--- config.mk ---
export PLATFORM = sky130hd
export DESIGN_NAME = redmule_z_collector
export DESIGN_NICKNAME = d
export VERILOG_FILES = /design/src/rtl/redmule_pkg.sv /design/src/rtl/redmule_z_bank.sv /design/src/rtl/redmule_z_collector.sv
export SDC_FILE = /design/constraint.sdc
export NUM_CORES = 1
export LEC_CHECK = 0
export CORE_MARGIN = 1.5
export CORE_UTILIZATION = 52
export CTS_BUF_LIST = sky130_fd_sc_hd__clkbuf_4 sky130_fd_sc_hd__clkbuf_8
export DETAILED_ROUTE_END_ITERATION = 8
export GPL_TIMING_DRIVEN = 0
export PLACE_DENSITY = 0.71
export SLEW_MARGIN = 20
export SYNTH_ARGS = -nofsm -noshare
export SYNTH_HDL_FRONTEND = slang
export SYNTH_SLANG_ARGS = --single-unit
export TNS_END_PERCENT = 100
--- constraint.sdc ---
create_clock -name clk_i -period 11.1 [get_ports clk_i]
set_clock_uncertainty 0.05 [all_clocks]
set_input_delay 2.22 -clock clk_i [delete_from_list [all_inputs] [get_ports clk_i]]
set_output_delay 2.22 -clock clk_i [all_outputs]
set_load 0.05 [all_outputs]
--- src/rtl/redmule_pkg.sv ---
// Shared types for the RedMulE result collector.
// Bank FSM states, per-bank control bundle and element-format helpers.
package redmule_pkg;

    typedef enum logic [2:0] {
        FP32,
        FP64,
        FP16,
        FP8,
        FP16ALT
    } fp_format_e;

    function automatic int unsigned fp_width(fp_format_e fmt);
        case (fmt)
            FP32:          return 32;
            FP64:          return 64;
            FP16, FP16ALT: return 16;
            FP8:           return 8;
            default:       return 16;
        endcase
    endfunction

    localparam int unsigned CTRL_W = 8;

    typedef enum logic [1:0] {
        EMPTY,
        FILLING,
        FULL,
        DRAINING
    } z_bank_state_e;

    typedef struct packed {
        logic [CTRL_W-1:0] rows;
        logic [CTRL_W-1:0] cols;
        z_bank_state_e     state;
    } z_collector_ctrl_t;

endpackage

--- src/rtl/redmule_z_bank.sv ---
// One W x H result tile: row-wide write at a capture index,
// column-wide read at a beat index. Storage is never reset.
module redmule_z_bank #(
    parameter int unsigned BITW   = 16,
    parameter int unsigned Height = 4,
    parameter int unsigned Width  = 8,
    localparam int unsigned HW = (Height > 1) ? $clog2(Height) : 1,
    localparam int unsigned WW = (Width > 1) ? $clog2(Width) : 1
) (
    input  logic                    clk,
    input  logic                    we,
    input  logic [HW-1:0]           row_idx,
    input  logic [Width*BITW-1:0]   row_data,
    input  logic [WW-1:0]           col_idx,
    output logic [Height*BITW-1:0]  col_data
);

    logic [BITW-1:0] mem [Width][Height];

    always_ff @(posedge clk) begin
        if (we) begin
            for (int w = 0; w < int'(Width); w++) begin
                mem[w][row_idx] <= row_data[w*BITW +: BITW];
            end
        end
    end

    always_comb begin
        col_data = '0;
        for (int h = 0; h < int'(Height); h++) begin
            col_data[h*BITW +: BITW] = mem[col_idx][h];
        end
    end

endmodule

--- src/rtl/redmule_z_collector.sv ---
// Ping-pong result collector: captures W-wide rows into a tile and
// drains the transposed tile as H-wide column beats.
module redmule_z_collector
    import redmule_pkg::*;
#(
    parameter fp_format_e  FpFormat = FP16,
    parameter int unsigned Height   = 4,
    parameter int unsigned Width    = 8,
    localparam int unsigned BITW = fp_width(FpFormat)
) (
    input  logic                          clk_i,
    input  logic                          rst_i,
    input  logic                          clear_i,
    input  logic [$clog2(Height+1)-1:0]   tile_rows_i,
    input  logic [$clog2(Width+1)-1:0]    tile_cols_i,
    input  logic [Width*BITW-1:0]         z_result_i,
    input  logic                          z_valid_i,
    output logic                          z_stall_o,
    output logic                          overflow_o,
    output logic [Height*BITW-1:0]        z_o,
    output logic                          z_valid_o,
    input  logic                          z_ready_i,
    output logic                          z_last_o
);

    localparam int unsigned HW = (Height > 1) ? $clog2(Height) : 1;
    localparam int unsigned WW = (Width > 1) ? $clog2(Width) : 1;

    logic              wr_bank;
    logic              rd_bank;
    logic [HW-1:0]     wr_cnt;
    logic [WW-1:0]     rd_cnt;
    z_collector_ctrl_t ctrl [2];
    logic [Height*BITW-1:0] col_data [2];

    logic [CTRL_W-1:0] rows_in;
    logic [CTRL_W-1:0] cols_in;
    logic [CTRL_W-1:0] cur_rows;
    logic              wr_busy;
    logic              capture;
    logic              last_cap;
    logic              rd_active;
    logic              fire;

    assign rows_in = (tile_rows_i == '0) ? CTRL_W'(Height)
                                         : CTRL_W'(tile_rows_i);
    assign cols_in = (tile_cols_i == '0) ? CTRL_W'(Width)
                                         : CTRL_W'(tile_cols_i);

    // First capture of a tile has not latched rows yet; use the live value.
    assign cur_rows = (wr_cnt == '0) ? rows_in : ctrl[wr_bank].rows;

    assign wr_busy   = ctrl[wr_bank].state inside {FULL, DRAINING};
    assign capture   = z_valid_i && !wr_busy;
    assign last_cap  = capture
                    && (CTRL_W'(wr_cnt) == cur_rows - CTRL_W'(1));
    assign rd_active = ctrl[rd_bank].state inside {FULL, DRAINING};
    assign fire      = rd_active && z_ready_i;

    assign z_stall_o = wr_busy;
    assign z_valid_o = rd_active;
    assign z_last_o  = rd_active
                    && (CTRL_W'(rd_cnt) == ctrl[rd_bank].cols - CTRL_W'(1));

    for (genvar b = 0; b < 2; b++) begin : g_bank
        redmule_z_bank #(
            .BITW   (BITW),
            .Height (Height),
            .Width  (Width)
        ) u_bank (
            .clk      (clk_i),
            .we       (capture && !clear_i && (wr_bank == 1'(b))),
            .row_idx  (wr_cnt),
            .row_data (z_result_i),
            .col_idx  (rd_cnt),
            .col_data (col_data[b])
        );
    end

    always_comb begin
        z_o = '0;
        for (int h = 0; h < int'(Height); h++) begin
            if (rd_active && (CTRL_W'(h) < ctrl[rd_bank].rows)) begin
                z_o[h*BITW +: BITW] = col_data[rd_bank][h*BITW +: BITW];
            end
        end
    end

    always_ff @(posedge clk_i or posedge rst_i) begin
        if (rst_i) begin
            wr_bank    <= 1'b0;
            rd_bank    <= 1'b0;
            wr_cnt     <= '0;
            rd_cnt     <= '0;
            overflow_o <= 1'b0;
            for (int b = 0; b < 2; b++) begin
                ctrl[b] <= '{rows: '0, cols: '0, state: EMPTY};
            end
        end else if (clear_i) begin
            wr_bank    <= 1'b0;
            rd_bank    <= 1'b0;
            wr_cnt     <= '0;
            rd_cnt     <= '0;
            overflow_o <= 1'b0;
            for (int b = 0; b < 2; b++) begin
                ctrl[b] <= '{rows: '0, cols: '0, state: EMPTY};
            end
        end else begin
            if (z_valid_i && wr_busy) begin
                overflow_o <= 1'b1;
            end
            if (capture) begin
                if (wr_cnt == '0) begin
                    ctrl[wr_bank].rows  <= rows_in;
                    ctrl[wr_bank].cols  <= cols_in;
                    ctrl[wr_bank].state <= FILLING;
                end
                if (last_cap) begin
                    ctrl[wr_bank].state <= FULL;
                    wr_bank             <= ~wr_bank;
                    wr_cnt              <= '0;
                end else begin
                    wr_cnt <= wr_cnt + HW'(1);
                end
            end
            // Capture and drain never target the same bank in one cycle.
            if (fire) begin
                if (z_last_o) begin
                    ctrl[rd_bank].state <= EMPTY;
                    rd_bank             <= ~rd_bank;
                    rd_cnt              <= '0;
                end else begin
                    ctrl[rd_bank].state <= DRAINING;
                    rd_cnt              <= rd_cnt + WW'(1);
                end
            end
        end
    end

endmodule

==> impl_metrics.ini <==
[clocking]
clk_pin_slew_ns = 0.06
cts_root_buf = sky130_fd_sc_hd__clkbuf_8
clock_tree_from_tritoncts = yes
post_cts_hold_buffer_count = 0
cts_setup_buffers = 0
cts_num_sinks = 1048
cts.htree.levels = 4
max-clock-path-buffers = 3
clk-insertion-delay-late_ns = 0.82
postCtsResizedCells = 0
cts_inserted_buffers = 162

[floorplanning]
placement_rows = 101
die_w_um = 281.6
full_die_area_um2 = 79280
io-pin-count = 208
design.core.area_um2 = 76330
initial_utilization = 0.5287
die_y_um = 281.6

[layout]
finish.net_count = 2207
areaGrowthSynthToFinish_pct = 17.67
drive_above_1_share = 0.3141
post_layout_nonfiller_instances = 3218

[timing]
maxClockFrequency_mhz = 134.5
totalNegativeSetupSlack_ns = 0
worst_pin_slew_ns = 1.246
max-slew-margin-rel = 0.1691
report.final.setup_viol = 0
post-route-period-util = 0.6698
max_slew_violation_total_from_the_final_report = 0
minimum_clock_period_after_layout_ns = 7.435
fin_hold_ws_ns = 0.4724
postLayoutSetupSlackWorst_ns = 3.665
hold_violations = 0
rsz0062_at_grt = no

[synth]
netlist_top_cells_area = sky130_fd_sc_hd__edfxtp_1 76%, sky130_fd_sc_hd__mux4_2 18%, sky130_fd_sc_hd__dfrtp_1 1.5%
synth-seq-cells = 1048
yosys_most_used_dff = sky130_fd_sc_hd__edfxtp_1
ys_warn_count = 0
netlist-cell-type-count = 45
cell_count_after_synthesis = 1657
post-synth-top-area-cell = sky130_fd_sc_hd__edfxtp_1
post-synth-top-area-fraction = 0.7620
syn_nets = 1806
portion_of_the_post_synthesis_area_used_by_sequential_elements = 0.7769
synthesis.area_per_instance_um2 = 24.35
synthesis.area_um2 = 40350
synth-edff-count = 1024
ys_async_sr_fraction = 0.02290

[power]
p_int_w = 0.006169
net-switching-power_w = 0.001691
share_clk_of_total_power = 0.399
power.static_leakage_nw = 14.90
power.density_nw_per_um2 = 165.5
seqPwrFrac = 0.563
peakVddDrop_mv = 0.1079
power.switching_fraction = 0.2151
power_w = 0.007860
comb_power_share = 0.037

[setup_path]
cp_data_required_time_ns = 8.83
timing.rr.start = rd_bank
cp.arrival_ns = 5.17
cp-start-kind = register
critical_path.startpoint = rd_bank
critPathKind = reg -> out
cp-end-kind = primary output
path_max_fanout = 10
regToRegSetupSlack_ns = 7.53

[placed_design]
io_buffer_count = 206
place_inst = 2924
post-place-ws_ns = 4.577
place.gp.congestion = 0.8266
hpwl_um = 67790

[detailed_routing]
drt.antenna.violating_nets = 0
vias_per_cell = 6.268
remaining_drc_errors = 0
totalWireLength_um = 107500
via_count = 20169
drt_iter0_markers = 2715
wl_per_cell_um = 33.39
first_pass_iters = 5

[grt]
grt_usage = 0.2768
globalRouteOverflowTotal = 0
pin_count_of_the_biggest_net_entering_global_routing = 95
first_pass_grt_wire_length_um = 148300
first_global_vias = 20433
antenna_found_initial = 8

[outcome]
outcome = finished, final reports clean

[hold_path]
hold_path.class = reg -> reg
holdCritStartpoint = overflow_o

[flow_run]
drv_cap = 0
sequential cells by signal, indices dropped and copies added, names as in the netlist:
signal,flops
ctrl,16
g_bank.u_bank.mem,1024
overflow_o,1
rd_bank,1
rd_cnt,3
wr_bank,1
wr_cnt,2
routing by layer:
metal / track usage / vias up / share of wire
met5: 0 / - / 0.00029
met4: 0.1064 / 6 / 0.032
met3: 0.09513 / 178 / 0.13
met2: 0.4243 / 1442 / 0.48
met1: 0.3702 / 10578 / 0.36
li1: - / 7965 / -
cell families after synthesis:
family / count (synthesis) / share of synthesized area
flops: 1048 / 0.7769
mux: 340 / 0.1836
simple gates: 127 / 0.01851
buf+inv: 95 / 0.01147
compound gates: 31 / 0.005364
fa+ha+maj: 9 / 0.002790
xor+xnor: 6 / 0.001302
other cells: 1 / 0.00009293
final timing paths:
kind                         endpoint  cells after the start
setup / recovery              z_o[61]                      6
hold / removal             overflow_o                      2
min in group asynchronous   rd_cnt[0]                      2
setup reg to reg             ctrl[19]                     10
max in group asynchronous    ctrl[22]                      2
hold reg to reg            overflow_o                      2
cell type report:
class,instances,area (um^2)
Timing Repair Buffer,237,2626
Clock inverter,79,519.2
Fill cell,5136,28840
Tap cell,1030,1289
Buffer,84,452.9
Clock buffer,211,2616
Sequential cell,1048,31350
Antenna cell,4,10.01
Inverter,11,48.80
Multi-Input combinational cell,514,8573
critical path, cell delays in order (launching register included):
cell	delay (ns)
sky130_fd_sc_hd__dfrtp_1	0.40
sky130_fd_sc_hd__mux2_2	0.30
sky130_fd_sc_hd__clkbuf_1	0.84
sky130_fd_sc_hd__nand2_1	0.78
sky130_fd_sc_hd__clkbuf_2	0.58
sky130_fd_sc_hd__nor2b_1	0.54
sky130_fd_sc_hd__clkdlybuf4s50_1	0.90
power by group through the flow:
stage,sequential (W),clock [W],combinational (W)
floorplan,0.00451,0,0.000112
global placement,0.00452,0,0.000270
detailed placement,0.00451,0,0.000292
CTS,0.00443,0.00316,0.000292
global route,0.00443,0.00334,0.000308
finish,0.00443,0.00314,0.000294
cell usage after synthesis, drive strengths merged, types with 2 or more instances:
cell type,n
and3,17
nand3b,2
a211oi,2
mux2i,12
or3,3
mux2,9
and2,8
o32ai,2
dfrtp,24
mux4,319
nand3,4
clkbuf,39
a22o,7
buf,45
a21oi,7
inv,11
edfxtp,1024
ha,9
nor3b,3
xnor2,4
nand4,2
xor2,2
or4,2
nor2b,50
nor3,8
a32o,2
nor2,11
o21ai,8
nand2,12
metrics by stage:
stage | cell area, um^2 | utilization
after CTS | 47480 | 0.6220
after detailed placement | 44340 | 0.5809
after global placement | 43710 | 0.5726
final | 47490 | 0.6221
after floorplan | 40360 | -
after global routing | 47480 | 0.6221
layout by cell type, fill, tap and decap left out, types with 11 or more instances in the layout:
master / instances
sky130_fd_sc_hd__nor2b_1: 50
sky130_fd_sc_hd__nand2_1: 12
sky130_fd_sc_hd__clkbuf_2: 24
sky130_fd_sc_hd__clkdlybuf4s50_1: 206
sky130_fd_sc_hd__nor2_1: 11
sky130_fd_sc_hd__mux2i_1: 11
sky130_fd_sc_hd__clkbuf_8: 165
sky130_fd_sc_hd__clkbuf_4: 46
sky130_fd_sc_hd__edfxtp_1: 1024
sky130_fd_sc_hd__buf_2: 35
sky130_fd_sc_hd__buf_16: 12
sky130_fd_sc_hd__mux4_2: 319
sky130_fd_sc_hd__dfrtp_1: 24
sky130_fd_sc_hd__clkinv_2: 17
sky130_fd_sc_hd__and3_1: 17
sky130_fd_sc_hd__clkbuf_1: 15
sky130_fd_sc_hd__buf_6: 16
sky130_fd_sc_hd__clkinv_1: 41
Note: power is estimated with default switching activity, not from simulation.
